$ cat config.mk
export PLATFORM = sky130hd
export DESIGN_NAME = fifo_write_arbiter
export DESIGN_NICKNAME = d
export VERILOG_FILES = /design/src/rtl/fifo_arb_pkg.sv /design/src/rtl/rr_pick.sv /design/src/rtl/fifo_write_arbiter.sv
export SDC_FILE = /design/constraint.sdc
export NUM_CORES = 1
export LEC_CHECK = 0
export BUFFER_PORTS_ARGS = -buffer_cell sky130_fd_sc_hd__buf_2
export CORE_ASPECT_RATIO = 1.1
export CORE_MARGIN = 4
export CORE_UTILIZATION = 44
export CTS_BUF_LIST = sky130_fd_sc_hd__clkbuf_4
export DETAILED_ROUTE_END_ITERATION = 6
export PLACE_DENSITY = 0.73
export SKIP_LAST_GASP = 1
export SLEW_MARGIN = 20
export SYNTH_ARGS = -nofsm -noshare
export SYNTH_HDL_FRONTEND = slang
export SYNTH_SLANG_ARGS = --single-unit
$ cat constraint.sdc
create_clock -name clk_i -period 3.75 [get_ports clk_i]
set_input_delay 0.1875 -clock clk_i [delete_from_list [all_inputs] [get_ports clk_i]]
set_output_delay 0.1875 -clock clk_i [all_outputs]
set_load 0.1 [all_outputs]
$ cat src/rtl/fifo_arb_pkg.sv
// Shared types and constants for the FIFO write-port arbiter.
package fifo_arb_pkg;

  localparam int unsigned BYTE_W = 8;

  typedef enum logic {IDLE, BURST} arb_state_t;

endpackage

$ cat src/rtl/rr_pick.sv
// Combinational round-robin picker: first set bit of req_i strictly after last_i, wrapping.
// Built as a priority encoder over the request vector concatenated with itself.
module rr_pick #(
  parameter int unsigned N = 4,
  localparam int unsigned IdxW = $clog2(N)
) (
  input  logic [N-1:0]    req_i,
  input  logic [IdxW-1:0] last_i,
  output logic            found_o,
  output logic [IdxW-1:0] idx_o
);

  logic [2*N-1:0] dbl_req;

  assign dbl_req = {req_i, req_i};

  // Scan high to low so the lowest qualifying position is the one that sticks.
  always_comb begin
    found_o = 1'b0;
    idx_o   = '0;
    for (int k = int'(2 * N) - 1; k >= 0; k--) begin
      if (dbl_req[k] && (k > int'(last_i))) begin
        found_o = 1'b1;
        idx_o   = IdxW'(k % int'(N));
      end
    end
  end

endmodule

$ cat src/rtl/fifo_write_arbiter.sv
// Shares one byte-wide FIFO write port among N_REQ packet producers.
// Round-robin grant held for a whole packet; stalled or over-length packets are cut and flagged.
module fifo_write_arbiter
  import fifo_arb_pkg::*;
#(
  parameter int unsigned N_REQ   = 4,
  parameter int unsigned MAX_PKT = 256,
  parameter int unsigned TIMEOUT = 64,
  localparam int unsigned IdW    = $clog2(N_REQ),
  localparam int unsigned BcntW  = $clog2(MAX_PKT + 1),
  localparam int unsigned ScntW  = $clog2(TIMEOUT + 1)
) (
  input  logic                      clk_i,
  input  logic                      reset_ni,
  input  logic [N_REQ-1:0]          req_valid_i,
  input  logic [BYTE_W*N_REQ-1:0]   req_data_i,
  input  logic [N_REQ-1:0]          req_last_i,
  output logic [N_REQ-1:0]          req_ready_o,
  input  logic                      fifo_full_i,
  output logic                      fifo_write_o,
  output logic [BYTE_W-1:0]         fifo_data_o,
  output logic                      busy_o,
  output logic [IdW-1:0]            grant_id_o,
  output logic                      err_timeout_o,
  output logic                      err_overlen_o,
  output logic [IdW-1:0]            err_id_o
);

  arb_state_t       state_q, state_d;
  logic [IdW-1:0]   grant_q, grant_d;
  logic [BcntW-1:0] byte_cnt_q, byte_cnt_d;
  logic [ScntW-1:0] stall_cnt_q, stall_cnt_d;
  logic             err_timeout_q, err_timeout_d;
  logic             err_overlen_q, err_overlen_d;
  logic [IdW-1:0]   err_id_q, err_id_d;

  logic              pick_found;
  logic [IdW-1:0]    pick_idx;
  logic              in_burst, g_valid, g_last;
  logic [BYTE_W-1:0] g_data;
  logic              beat, stall, last_beat, overlen, timeout, release_now;

  rr_pick #(
    .N(N_REQ)
  ) u_rr_pick (
    .req_i  (req_valid_i),
    .last_i (grant_q),
    .found_o(pick_found),
    .idx_o  (pick_idx)
  );

  always_comb begin
    g_data = '0;
    for (int unsigned i = 0; i < N_REQ; i++) begin
      if (grant_q == IdW'(i)) g_data = req_data_i[BYTE_W*i +: BYTE_W];
    end
  end

  always_comb begin
    in_burst    = (state_q == BURST);
    g_valid     = req_valid_i[grant_q];
    g_last      = req_last_i[grant_q];
    beat        = in_burst & g_valid & ~fifo_full_i;
    stall       = in_burst & ~g_valid & ~fifo_full_i;
    last_beat   = beat & g_last;
    // A last byte landing exactly on the limit is a normal end, not an overlength.
    overlen     = beat & ~g_last & (byte_cnt_q == BcntW'(MAX_PKT - 1));
    timeout     = stall & (stall_cnt_q == ScntW'(TIMEOUT - 1));
    release_now = last_beat | overlen | timeout;
  end

  // State register
  always_ff @(posedge clk_i or negedge reset_ni) begin
    if (!reset_ni) begin
      state_q <= IDLE;
    end else begin
      state_q <= state_d;
    end
  end

  // Next-state logic
  always_comb begin
    state_d = state_q;
    unique case (state_q)
      IDLE:    if (pick_found) state_d = BURST;
      BURST:   if (release_now) state_d = IDLE;
      default: state_d = IDLE;
    endcase
  end

  always_comb begin
    grant_d       = grant_q;
    byte_cnt_d    = byte_cnt_q;
    stall_cnt_d   = stall_cnt_q;
    err_timeout_d = timeout;
    err_overlen_d = overlen;
    err_id_d      = (timeout | overlen) ? grant_q : err_id_q;
    if (!in_burst && pick_found) grant_d = pick_idx;
    if (release_now) begin
      byte_cnt_d  = '0;
      stall_cnt_d = '0;
    end else begin
      if (beat) begin
        byte_cnt_d  = byte_cnt_q + BcntW'(1);
        stall_cnt_d = '0;
      end else if (stall) begin
        stall_cnt_d = stall_cnt_q + ScntW'(1);
      end
    end
  end

  always_ff @(posedge clk_i or negedge reset_ni) begin
    if (!reset_ni) begin
      grant_q       <= IdW'(N_REQ - 1);
      byte_cnt_q    <= '0;
      stall_cnt_q   <= '0;
      err_timeout_q <= 1'b0;
      err_overlen_q <= 1'b0;
      err_id_q      <= '0;
    end else begin
      grant_q       <= grant_d;
      byte_cnt_q    <= byte_cnt_d;
      stall_cnt_q   <= stall_cnt_d;
      err_timeout_q <= err_timeout_d;
      err_overlen_q <= err_overlen_d;
      err_id_q      <= err_id_d;
    end
  end

  // Output logic
  always_comb begin
    req_ready_o = '0;
    if (in_burst && !fifo_full_i) req_ready_o[grant_q] = 1'b1;
    fifo_write_o  = beat;
    fifo_data_o   = in_burst ? g_data : '0;
    busy_o        = in_burst;
    grant_id_o    = grant_q;
    err_timeout_o = err_timeout_q;
    err_overlen_o = err_overlen_q;
    err_id_o      = err_id_q;
  end

endmodule

==> impl_results.md <==
- Setup ws final: 0.943 ns
- Max Freq: 356 MHz
- Clock-pin slew on the worst setup and hold paths: 0.14 ns
- Grt peak-use layer: met2
- Mapped Area: 0.00161 mm2
- Via count: 1528
- RSZ-0062 raised after global routing: no
- Combinational share of power: 67.8%
- Cells after synthesis: 167
- Die area: 0.00469 mm2
- Peak supply drop: 0.635 mV
- Initial antenna violation count: 0
- R2R cell count: 4
- Syn Nets: 213
- Multi-input logic area: 975 um2
- Total power per unit cell area: 907 mW/mm2
- Vias in the first global route: 1554
- Postcts setup bufs: 0
- Sequential area share after synthesis: 35.9%
- FF-to-FF End: byte_cnt_q[2]
- R2R Setup Slk: 1.20 ns
- Required time of the critical path: 3.56 ns
- Post-Route WL: 4000 um
- Max-cap violations: 0
- Htree depth: 1
- # DRC: 0
- Period utilization: 74.9%
- Fraction of registers with async set/reset: 100%
- Post-synthesis cell type count: 44
- Port Buf Inserts: 62
- NetSw: 1.12 mW
- Finished Layout Cells: 274
- Synth Flop Type: dfrtp_1
- Final nets: 273
- Congestion Overflow GR: 0
- Origin of the critical flop-to-flop path: grant_id_o[0]
- Hold EP: busy_o
- # IOs: 63
- Core area: 0.00344 mm2
- Post-DRT Antenna Nets: 0
- Min-delay src: fifo_full_i
- Register Area: 578 um2
- DP Worst Slack: 1.19 ns
- Final GP Congestion: 0.833
- Diode count: 0
- Int Power: 0.672 mW
- P_leak: 0.924 nW
- CP Capture Type: output port
- WHS Path Cells: 3
- CTS Buf Count: 3
- Initial drt markers: 56
- CTS Sinks: 23
- Measured slew at the worst slew-check pin: 0.569 ns
- Relative slew slack: 61.9%
- Crit Path Category: flop to output port
- Yosys reg bits: 23
- Die height: 71.4 um
- Clock network fraction of design power: 6.7%
- Largest net degree at the start of global routing: 24
- Routed len/inst: 14.6 um
- Met2 Track Usage GR: 31.4%
- Crit path launch type: flop
- Minimum clock period: 2.81 ns
- DP Wirelength: 3110 um
- Status: completed
- WHS: 0.150 ns
- Final setup violation count: 0
- P&R area growth vs syn: 23.0%
- GR Util met3: 3.92%
- # fillers: 322
- Final Skew: 0.0124 ns
- WP data arrival: 2.62 ns
- Flop pwr share: 25.5%
- Root buffer selected by CTS: clkbuf_4
- Switching Share: 62.6%
- Slew Limit Fails: 0
- TritonCTS clock tree: done
- Clk buf depth: 2
- Vias per std cell: 5.58
- EDFF count, synth: 0
- Total track usage: 18.0%
- Met1 Track Usage GR: 22.1%
- Syn_area_per_cell: 9.63 um2
- Drt pass-1 iters: 4
- Clk_lat worst skew: 0.32 ns
- Row count: 22
- Die W: 65.7 um
- Initial core utilization: 46.8%
- Global-route wire length before repair: 6770 um
- Placed Instances: 269
- Setup_tns: 0 ns
- Hold Crit Class: primary input to flop
- Syn. warnings: 0
- CP Max Fanout: 20
- Share of cells above drive strength 1: 35.0%
- Final Hold Vio Count: 0
[cell usage in the layout, fill, tap and decap left out, types with 2 or more instances in the layout]
cell type | Yosys | final
a21oi_1 | 4 | 4
a31oi_1 | 3 | 3
and2_1 | 8 | 8
and3_1 | 3 | 3
and4_1 | 2 | 2
buf_2 | 1 | 62
clkbuf_4 | 0 | 3
dfrtp_1 | 21 | 21
dfstp_2 | 2 | 2
ha_1 | 3 | 3
inv_1 | 3 | 3
mux4_1 | 3 | 3
mux4_2 | 7 | 7
nand2_1 | 22 | 22
nand2b_1 | 5 | 5
nand3_1 | 5 | 5
nand3b_1 | 2 | 2
nand4_1 | 2 | 2
nor2_1 | 15 | 15
nor2b_1 | 3 | 3
nor3_1 | 3 | 3
nor4_1 | 2 | 2
o211a_1 | 2 | 2
o211ai_1 | 4 | 4
o21ai_0 | 9 | 9
o31ai_1 | 3 | 3
or4_1 | 3 | 3
xor2_1 | 4 | 4
[worst max-delay path by stage]
stage,start,endpoint,slack (ns),cells after the start
after floorplan,busy_o,req_ready_o[0],0.05,3
after global placement,grant_id_o[0],byte_cnt_q[8],1.24,4
after detailed placement,grant_id_o[0],byte_cnt_q[2],1.19,4
after CTS,grant_id_o[0],fifo_write_o,0.93,4
after global routing,grant_id_o[0],fifo_write_o,0.75,4
final,grant_id_o[0],fifo_write_o,0.94,4
[registers in the layout, summed over array words and instances, names as in the netlist]
name,count
busy_o,1
grant_id_o,2
err_timeout_o,1
err_id_o,2
stall_cnt_q,7
err_overlen_o,1
byte_cnt_q,9
[per-stage QoR]
stage / instance area (um2) / utilization, % / power [mW]
floorplan: 1610 / - / 1.50
global placement: 1940 / 56.4 / 1.67
detailed placement: 1940 / 56.4 / 1.68
CTS: 1980 / 57.5 / 1.80
global route: 1980 / 57.5 / 1.90
finish: 1980 / 57.5 / 1.79
[cell type report]
cell class	instances	area share, %
tap	48	3.03
clock inverter	1	0.253
clock buffer	3	1.14
multi-input combinational	132	49.2
inverter	3	0.569
timing repair buffer	64	16.6
sequential	23	29.2
[metal layers]
layer / wire, um / part of all wire, % / vias up
li1: - / - / 737
met1: 1730 / 43 / 714
met2: 1900 / 47 / 73
met5: 0 / 0 / -
met3: 322 / 8.0 / 4
met4: 53 / 1.3 / 0
[power groups by stage]
| stage | Sequential [mW] | Combinational (mW) | Clock, mW |
|---|---|---|---|
| 6_report | 0.457 | 1.22 | 0.121 |
| 5_1_grt | 0.480 | 1.28 | 0.134 |
| 4_1_cts | 0.458 | 1.22 | 0.122 |
| 3_5_place_dp | 0.463 | 1.22 | 0 |
| 3_3_place_gp | 0.461 | 1.20 | 0 |
| 2_1_floorplan | 0.554 | 0.949 | 0 |
[critical path, cell delays in order, from the launching register on]
cell and delay [ns]:
dfstp_2 0.84, mux4_2 0.73, nand2_1 0.26, inv_1 0.14, buf_2 0.32
[cells by family (layout without fill, tap and decap cells)]
family | Yosys count | count (layout) | share of synthesized area, %
adders and majority gates | 3 | 3 | 2.33
and+or+nand+nor | 80 | 80 | 26.0
AOI/OAI and AO/OA | 33 | 33 | 13.9
DFF | 23 | 23 | 35.9
buffers and inverters | 12 | 71 | 3.81
xor gates and xnor gates | 5 | 5 | 2.72
muxes | 11 | 11 | 15.3
[cells in the mapped netlist (4+ instances only)]
master	count	area share, %
clkbuf_1	5	1.2
xor2_1	4	2.2
dfrtp_1	21	33
nor2_1	15	3.5
nand2b_1	5	1.9
nand3_1	5	1.6
o21ai_0	9	2.8
and2_1	8	3.1
a21oi_1	4	1.2
o211ai_1	4	1.9
mux4_2	7	9.8
nand2_1	22	5.1
[what timing repair did]
| item | in CTS | in global routing |
|---|---|---|
| setup endpoints to repair | 0 | 0 |
| hold buffers | 1 | 0 |
| resized for setup | 0 | 0 |
| hold endpoints to repair | 21 | 0 |
Power figures use the tool's default switching activity.
